### src/rtl/us_seq_pkg.sv
// Shared types and sizing helpers for the ultrasonic burst sequencer.
package us_seq_pkg;

    typedef enum logic [2:0] {
        StIdle,
        StBurst,
        StBlank,
        StListen,
        StHoldoff
    } us_state_e;

    localparam int unsigned PULSE_W = 8;
    localparam int unsigned CYCLE_W = 8;

    // Bits needed for a counter running 0 .. max_val-1 (at least one bit).
    function automatic int unsigned cnt_w(input int unsigned max_val);
        return (max_val <= 1) ? 1 : $clog2(max_val);
    endfunction

endpackage

### src/rtl/us_carrier_gen.sv
// Carrier square-wave generator: half-period counter that starts high on the first run cycle.
module us_carrier_gen
    import us_seq_pkg::*;
#(
    parameter int unsigned CARRIER_HALF = 500
) (
    input  logic clk_i,
    input  logic rst_i,
    input  logic run_i,
    output logic tx_o,
    output logic half_o
);

    localparam int unsigned CntW = cnt_w(CARRIER_HALF);
    localparam logic [CntW-1:0] CntLast = CntW'(CARRIER_HALF - 1);

    logic [CntW-1:0] cnt_q;
    logic            tx_q;
    logic            active_q;

    // run_i is the next-cycle burst flag, so tx_q is already high in the first burst cycle.
    always_ff @(posedge clk_i) begin
        if (rst_i || !run_i) begin
            cnt_q    <= '0;
            tx_q     <= 1'b0;
            active_q <= 1'b0;
        end else if (!active_q) begin
            cnt_q    <= '0;
            tx_q     <= 1'b1;
            active_q <= 1'b1;
        end else if (cnt_q == CntLast) begin
            cnt_q <= '0;
            tx_q  <= ~tx_q;
        end else begin
            cnt_q <= cnt_q + CntW'(1);
        end
    end

    assign tx_o   = tx_q;
    assign half_o = active_q && (cnt_q == CntLast);

endmodule

### src/rtl/ultrasonic_burst_sequencer.sv
// One-ping sequencer: BURST -> BLANK -> LISTEN, optional auto re-arm through HOLDOFF.
// Macro US_SEQ_CYCLE_COUNT_EN enables the completed-ping counter on oCYCLES.
module ultrasonic_burst_sequencer
    import us_seq_pkg::*;
#(
    parameter int unsigned CARRIER_HALF = 500,
    parameter int unsigned BLANK_CYC    = 4000,
    parameter int unsigned HOLDOFF_CYC  = 400000,
    parameter int unsigned LISTEN_W     = 20
) (
    input  logic               iCLK,
    input  logic               iRST,
    input  logic               iSTART,
    input  logic               iABORT,
    input  logic               iAUTO,
    input  logic [PULSE_W-1:0] iPULSES,
    input  logic [LISTEN_W-1:0] iLISTEN,
    output logic               oTX,
    output logic               oTX_EN,
    output logic               oRX_WIN,
    output logic               oBUSY,
    output logic               oDONE,
    output logic [CYCLE_W-1:0] oCYCLES
);

    localparam int unsigned BlankW = cnt_w(BLANK_CYC);
    localparam int unsigned HoldW  = cnt_w(HOLDOFF_CYC);
    localparam int unsigned TmrW0  = (BlankW > HoldW) ? BlankW : HoldW;
    localparam int unsigned TmrW   = (TmrW0 > LISTEN_W) ? TmrW0 : LISTEN_W;
    localparam int unsigned HalfW  = cnt_w(2 * ((2 ** PULSE_W) - 1));

    localparam logic [TmrW-1:0] BlankLast = TmrW'(BLANK_CYC - 1);
    localparam logic [TmrW-1:0] HoldLast  = TmrW'(HOLDOFF_CYC - 1);

    us_state_e             state_q, state_d;
    logic [TmrW-1:0]       timer_q, timer_d;
    logic [HalfW-1:0]      half_q, half_d;
    logic [PULSE_W-1:0]    pulses_q, pulses_d;
    logic [LISTEN_W-1:0]   listen_q, listen_d;
    logic                  tx_en_q, rx_win_q, busy_q, done_q;
    logic                  done_d;
    logic                  half_tick;
    logic                  carrier_run;
    logic [HalfW-1:0]      half_last;
    logic [TmrW-1:0]       listen_last;

    assign half_last   = HalfW'({pulses_q, 1'b0}) - HalfW'(1);
    // A zero listen length still yields a single receive cycle.
    assign listen_last = (listen_q == '0) ? '0 : (TmrW'(listen_q) - TmrW'(1));

    always_comb begin
        state_d  = state_q;
        timer_d  = timer_q + TmrW'(1);
        half_d   = half_q;
        pulses_d = pulses_q;
        listen_d = listen_q;

        if (iABORT) begin
            state_d = StIdle;
            timer_d = '0;
        end else begin
            case (state_q)
                StIdle: begin
                    timer_d = '0;
                    if (iSTART) begin
                        pulses_d = iPULSES;
                        listen_d = iLISTEN;
                        state_d  = (iPULSES == '0) ? StBlank : StBurst;
                    end
                end
                StBurst: begin
                    timer_d = '0;
                    if (half_tick) begin
                        if (half_q == half_last) begin
                            state_d = StBlank;
                        end else begin
                            half_d = half_q + HalfW'(1);
                        end
                    end
                end
                StBlank: begin
                    if (timer_q == BlankLast) begin
                        state_d = StListen;
                        timer_d = '0;
                    end
                end
                StListen: begin
                    if (timer_q == listen_last) begin
                        state_d = iAUTO ? StHoldoff : StIdle;
                        timer_d = '0;
                    end
                end
                StHoldoff: begin
                    if (!iAUTO) begin
                        state_d = StIdle;
                        timer_d = '0;
                    end else if (timer_q == HoldLast) begin
                        state_d = (pulses_q == '0) ? StBlank : StBurst;
                        timer_d = '0;
                    end
                end
                default: begin
                    state_d = StIdle;
                    timer_d = '0;
                end
            endcase
        end

        if (state_d != StBurst) begin
            half_d = '0;
        end

        // Registered done must land on the final LISTEN cycle, so predict it from next state.
        done_d = (state_d == StListen) && (timer_d == listen_last);
    end

    assign carrier_run = (state_d == StBurst);

    always_ff @(posedge iCLK) begin
        if (iRST) begin
            state_q  <= StIdle;
            timer_q  <= '0;
            half_q   <= '0;
            pulses_q <= '0;
            listen_q <= '0;
            tx_en_q  <= 1'b0;
            rx_win_q <= 1'b0;
            busy_q   <= 1'b0;
            done_q   <= 1'b0;
        end else begin
            state_q  <= state_d;
            timer_q  <= timer_d;
            half_q   <= half_d;
            pulses_q <= pulses_d;
            listen_q <= listen_d;
            tx_en_q  <= (state_d == StBurst);
            rx_win_q <= (state_d == StListen);
            busy_q   <= (state_d != StIdle);
            done_q   <= done_d;
        end
    end

    us_carrier_gen #(
        .CARRIER_HALF(CARRIER_HALF)
    ) u_carrier (
        .clk_i (iCLK),
        .rst_i (iRST),
        .run_i (carrier_run),
        .tx_o  (oTX),
        .half_o(half_tick)
    );

`ifdef US_SEQ_CYCLE_COUNT_EN
    logic [CYCLE_W-1:0] cycles_q;

    always_ff @(posedge iCLK) begin
        if (iRST) begin
            cycles_q <= '0;
        end else if (done_d) begin
            cycles_q <= cycles_q + CYCLE_W'(1);
        end
    end

    assign oCYCLES = cycles_q;
`else
    assign oCYCLES = '0;
`endif

    assign oTX_EN  = tx_en_q;
    assign oRX_WIN = rx_win_q;
    assign oBUSY   = busy_q;
    assign oDONE   = done_q;

endmodule

### config.mk
export PLATFORM = sky130hd
export DESIGN_NAME = ultrasonic_burst_sequencer
export DESIGN_NICKNAME = d
export VERILOG_FILES = /design/src/rtl/us_seq_pkg.sv /design/src/rtl/us_carrier_gen.sv /design/src/rtl/ultrasonic_burst_sequencer.sv
export SDC_FILE = /design/constraint.sdc
export NUM_CORES = 1
export LEC_CHECK = 0
export ABC_AREA = 1
export CAP_MARGIN = 10
export CORE_UTILIZATION = 44
export CTS_CLUSTER_SIZE = 20
export DETAILED_ROUTE_END_ITERATION = 8
export HOLD_SLACK_MARGIN = 0.06
export PLACE_DENSITY_LB_ADDON = 0.12
export SETUP_SLACK_MARGIN = 0.3
export SKIP_LAST_GASP = 1
export SLEW_MARGIN = 25
export SYNTH_ARGS = -nofsm -noshare
export SYNTH_HDL_FRONTEND = slang
export SYNTH_SLANG_ARGS = --single-unit
### constraint.sdc
create_clock -name iCLK -period 2.5 [get_ports iCLK]
set_clock_uncertainty 0.15 [all_clocks]
set_input_delay 0.75 -clock iCLK [delete_from_list [all_inputs] [get_ports iCLK]]
set_output_delay 0.75 -clock iCLK [all_outputs]
set_load 0.05 [all_outputs]
Word-level counts from Yosys, hierarchy flattened

Cells that the tools add are included.
W data, S select, Z words.

Add/sub/neg operators: 5
Equal/unequal tests: 14
Mux-type cells: 22
Bitwise gates (word level): 4
Reductions and logical operators: 13

Operators by type and width:

| kind                    | number |
|---|---|
| $mux W20                | 6 |
| $pmux W20 S3            | 1 |
| $eq A20 B20 Y1          | 2 |
| $mux W3                 | 9 |
| $add A20 B1 Y20 const B | 1 |
| $eq A20 B12 Y1 const B  | 1 |
| $eq A20 B19 Y1 const B  | 1 |
| $logic_not A20 Y1       | 1 |
| $sub A20 B1 Y20 const B | 1 |
| $add A9 B1 Y9 const B   | 2 |
| $logic_not A8 Y1        | 2 |
| $pmux W3 S5             | 1 |
| $eq A3 B2 Y1 const B    | 3 |
| $eq A9 B9 Y1            | 1 |
| $eq A9 B9 Y1 const B    | 1 |
| $sub A9 B1 Y9 const B   | 1 |
| $eq A3 B1 Y1 const B    | 2 |
| $mux W2                 | 2 |
| $not A1 Y1              | 4 |
| $reduce_and A4 Y1       | 1 |
| $eq A3 B3 Y1 const B    | 1 |
| $logic_not A3 Y1        | 1 |
| $mux W1                 | 3 |
| $ne A3 B1 Y1 const B    | 1 |
| 8 further kinds         | 9 |

Register bits: 75
Bits of input ports: 33
Output and inout port bits: 13
Logic and storage cells: 70

Depth between registers and ports, before layout

Word-level depth: 10
Gate-level depth with buffers: 26
Gate-level depth less buffers: 25

Cells and area by module

A second synthesis with hierarchy kept.

Cell total of the unflattened synthesis: 841
Area, all modules: 5192.5 sq um

By module, submodules not included:

| module                     | instances | cells an instance | area an instance (sq um) | seq. area each (sq um) |
|---|---|---|---|---|
| ultrasonic_burst_sequencer | 1         | 771               | 4631.9                   | 1281.2 |
| us_carrier_gen             | 1         | 70                | 560.5                    | 220.2 |

Least setup slack after synthesis

OpenSTA, ideal clock, no wires.

Path type: reg2reg
Start: register listen_q[0]
End: register done_q, in the netlist oDONE
Setup time: 111 ps
Arrival: 2425 ps
Data required time: 2239 ps
Setup slack: -187 ps
Stages on the path, launching flop included: 25
Buffers on the path: 3
Period minus slack after synthesis: 2687 ps
Cell sequence: dfxtp_1 inv_2 ha_1 nand2_4 nor2_8 nand3_4 buf_2 nand2_1 nand2_1 nand2_1 nand2_1 nor2_1 nand3_1 nor2_1 nand2_1 nand2_2 nand2_2 buf_6 buf_4 nand3_1 nand2_1 nand2_1 nor2_1 nand3_1 nor2_1

Cells in the longest elaborated chain, start to end: 8
Elaborated cells between the ends (all ways): 13
Those cells by class: add/sub (1); eq/ne (3); mux (7); reduce/logical (2)

Ends and longest elaborated chain:

| element                                                     | RTL line                          | RTL |
|---|---|---|
| from (decl)                                                 | ultrasonic_burst_sequencer.sv:39  | `logic [LISTEN_W-1:0] listen_q, listen_d;` |
| from (signal assigned)                                      | ultrasonic_burst_sequencer.sv:135 | `listen_q <= listen_d;` |
| $sub A20 B1 Y20 / $logic_not A20 Y1 (equally long branches) | ultrasonic_burst_sequencer.sv:49  | `assign listen_last = (listen_q == '0) ? '0 : (TmrW'(listen_q) - TmrW'(1));` |
| $mux W20 *                                                  | ultrasonic_burst_sequencer.sv:49  |  |
| $eq A20 B20 Y1                                              | ultrasonic_burst_sequencer.sv:88  | `if (timer_q == listen_last) begin` |
| $mux W20 / $mux W3 (equally long branches)                  | ultrasonic_burst_sequencer.sv:88  |  |
| $pmux W20 S3 / $pmux W3 S5 (equally long branches)          | ultrasonic_burst_sequencer.sv:62  | `case (state_q)` |
| $mux W20 / $mux W3 (equally long branches)                  | ultrasonic_burst_sequencer.sv:58  | `if (iABORT) begin` |
| $eq A20 B20 Y1 / $eq A3 B2 Y1 (equally long branches)       | ultrasonic_burst_sequencer.sv:114 | `done_d = (state_d == StListen) && (timer_d == listen_last);` |
| $logic_and A1 B1 Y1 *                                       | ultrasonic_burst_sequencer.sv:114 |  |
| to (signal assigned)                                        | ultrasonic_burst_sequencer.sv:139 | `done_q <= done_d;` |
| to (decl)                                                   | ultrasonic_burst_sequencer.sv:40  | `logic tx_en_q, rx_win_q, busy_q, done_q;` |

Every way passes the cells marked *; elsewhere a longest branch is shown, timed or not.
A chain may end at the register's enable or synchronous reset.

Worst setup path after layout

Ends and elaborated chain as after synthesis.

==> flow_summary_export.csv <==
group,metric,value,unit
detailed_routing,drtIter0Drc,501,
yosys,synth-main-ff-cell,"dfxtp_1",
clock_tree,clk_pin_slew,0.07,ns
timing,relSlewSlack,65.9,%
die,num_rows,38,
yosys,synth_cell_types,37,
pwr,p_per_area,496,nW/um^2
die,io_pins,46,
critical_path,start_kind,"flip-flop",
critical_path,crit_top_cell,"nand2_1",
detailed_routing,vias,6215,
critical_path,path_buf_inv,5,
pwr,switchingPower,0.00123,W
clock_tree,cts_sinks,75,
yosys,synth_edf_count,0,
pwr,power_frac_seq,33.6,%
critical_path,r2r_cells,25,
status,violations,"negative setup slack",
timing,timing.final.crit_share,120,%
clock_tree,cts_buffers,9,
critical_path,crit_type,"flip-flop to flip-flop",
timing,hold_violations,0,
yosys,synth_largest_area_cell,"dfxtp_1",
yosys,synth_cells,833,
yosys,syn_area_per_cell,6.03,sq um
timing,fin_crit,3.01,ns
clock_tree,htreeDepth,3,
timing,drv_slew,0,
critical_path,cp_top_family,"simple AND/OR/NAND/NOR gates",
critical_path,cp.arrival,3.15,ns
pwr,p_sw_share,32.8,%
detailed_routing,dr.pass1.iters,5,
detailed_routing,routed_wl,16.8,mm
yosys,yosysWarnings,0,
final_layout,n_antenna_cell,0,
detailed_routing,ant_nets,0,
final_layout,final_layout_size_suffix_gt1_share,28.9,%
critical_path,worstSetupEndpointType,"flip-flop",
clock_tree,cts.path.max_buffers,2,
yosys,async_flop_share,0,%
placed_design,dpl_cell_area,6800,sq um
placed_design,place.gp.congestion,0.963,
placed_design,dpl.hpwl,12.6,mm
min_path,min_path_cells,1,
die,dieHeight,109,um
detailed_routing,viasPerCell,5.18,
clock_tree,clk_latency,0.35,ns
timing,fin_ws,-0.510,ns
yosys,ys_seq_area_share,29.9,%
grt,antenna_found_initial,0,
yosys,yosys_register_bits,75,
min_path,holdCritPathClass,"flip-flop to flip-flop",
grt,grt_pass1_vias,5649,
critical_path,worst_ep_required_time,2.64,ns
pwr,peakVddDrop,620,uV
pwr,combPwrFrac,30.4,%
yosys,synth_top_area_share,29.9,%
timing,finalSetupViolations,45,
pwr,power.share.clock,36.0,%
critical_path,cp_slowest_cell,"dfxtp_2",
die,die_w,109,um
grt,grt_overflow_total,0,
timing,tightest_slew,0.504,ns
timing,rsz0062_at_grt,"true",
placed_design,port_buffers,37,
die,start_util,45.7,%
pwr,p_leak,3.59,nW
pwr,p_int,0.00253,W
detailed_routing,drc,0,
yosys,synthTopCellsByArea,"dfxtp_1, nand2_1, nor2_1, inv_1, nand3_1",
clock_tree,cts_tree,"built",
critical_path,critPathMaxFanout,7,
yosys,yosys-top-cells-count,"nand2_1, nor2_1, inv_1, nand3_1, dfxtp_1",
detailed_routing,wl_per_cell,14.0,um
critical_path,slowest_delay,0.31,ns
final_layout,n_fill_cell,924,
grt,grt_start_max_net_pins,39,
yosys,syn_area,5020,sq um
grt,grt_first_pass_wirelength,26.2,mm
run,maxCapViolCount,0,
final_layout,nNetsFinal,1093,
final_layout,syn_to_final_growth,51.1,%
grt,grt_usage,28.5,%
final_layout,final_cell_area,7590,sq um
die,core-area,11000,sq um
yosys,synth_most_common_cell,"nand2_1",
timing,fmax,332,MHz
status,status,"finished with violations",
clock_tree,clockRootBuffer,"clkbuf_16",
critical_path,cp.depth,25,
die,die-area,11800,sq um
timing,tns,-13.49,ns
what timing repair did:
item                                    4_1_cts  5_1_grt
cloned                                        1        3
setup buffers                                 3       16
pin swaps                                     3       28
endpoints found under the setup margin       51       56
hold endpoints to repair                      0        0
resized for setup                            27       53
hold buffers                                  0        0
layout by cell type (no fill, tap or decap), types with 3 or more instances in the layout:
master,synthesis,layout
nand2_1,225,199
buf_4,9,180
nor2_1,125,107
inv_1,103,102
dfxtp_1,75,73
nand3_1,76,61
o21ai_0,45,45
a21oi_1,45,44
clkdlybuf4s50_1,0,32
nand4_1,26,26
nand2_2,3,26
nor2_2,3,18
nand3_2,0,15
xor2_1,13,12
clkbuf_16,0,12
nand3b_1,8,8
conb_1,1,8
buf_6,3,8
nor3_1,8,7
or2_2,7,7
nor4_1,8,7
nor2_4,3,6
xnor2_1,5,5
nand2_4,1,4
inv_2,4,4
ha_1,5,4
dlygate4sd2_1,0,4
buf_12,0,4
nand3_4,2,3
cell families after synthesis:
family	share of synthesized area [%]
xor gates and xnor gates	3.14
DFF	29.9
and+or+nand+nor	44.6
buffers and inverters	11.4
adders and majority gates	1.25
AOI/OAI and AO/OA	9.66
other	0.0746
path summary, 6_finish.rpt:
kind / start / endpoint / slack (ns)
worst max-delay path: listen_q[0] / oDONE / -0.51
worst min-delay path: u_carrier.cnt_q[0] / u_carrier.cnt_q[0] / 0.30
worst max register to register: listen_q[0] / oDONE / -0.51
worst min register to register: u_carrier.cnt_q[0] / u_carrier.cnt_q[0] / 0.30
power groups by stage:
stage	registers, W	clock network [W]	logic (W)
6_report	0.00126	0.00135	0.00114
5_1_grt	0.00127	0.00141	0.00126
4_1_cts	0.00126	0.00136	0.00107
3_5_place_dp	0.00129	0	0.00104
3_3_place_gp	0.00129	0	0.00102
2_1_floorplan	0.00129	0	0.000568
area by class of cell:
type                    instances  area (sq um)  share of cell area, %
clock buffers                   9           225                   2.97
clock inverters                 7          76.3                   1.01
inverters                     109           412                   5.42
multi-input cells             629          3250                   42.8
flip-flops and latches         75          1500                   19.8
well taps                     140           175                   2.31
repair buffers                231          1950                   25.7
metrics by stage:
stage	power, W	setup WS, ns	cells	hold slack, ns	utilization [%]
CTS	0.00369	-0.340	1181	0.306	65.7
finish	0.00376	-0.510	1200	0.303	69.1
global route	0.00394	-0.740	1200	0.320	69.1
floorplan	0.00186	-0.0308	840	0.268	-
detailed placement	0.00233	-0.553	1161	0.297	61.9
global placement	0.00231	-0.498	1161	0.290	61.9
state kept, by name, summed over array words and instances, names as in the netlist:
signal / cells
pulses_q: 8
u_carrier.active_q: 1
u_carrier.tx_o: 1
u_carrier.cnt_q: 9
oDONE: 1
listen_q: 20
half_q: 9
oTX_EN: 1
timer_q: 20
oBUSY: 1
state_q: 3
oRX_WIN: 1
metal layers:
layer / global-route usage [%] / wire length, um / vias up
met5: 0 / 0 / -
met4: 10.5 / 423 / 0
met3: 4.54 / 1140 / 38
met2: 46.0 / 7540 / 266
met1: 38.2 / 7700 / 2813
li1: - / - / 3098
worst register-to-register path: stages (launching register included):
cell	delay [ns]
dfxtp_2	0.31
inv_2	0.08
ha_4	0.15
nand2_4	0.08
nor2_8	0.15
nand3_4	0.15
clkbuf_16	0.20
nand3_1	0.06
nand2_1	0.05
inv_1	0.04
nand2_1	0.06
nor2_2	0.11
nand3_1	0.11
nor2_2	0.17
nand2_1	0.09
nand2_2	0.10
nand2_4	0.09
buf_12	0.15
buf_6	0.11
nand2_2	0.05
nand2_1	0.05
nand2_1	0.05
nand2_1	0.04
nor2_1	0.14
nand3_1	0.10
nor2_1	0.10
(Power assumes the default switching activity.)
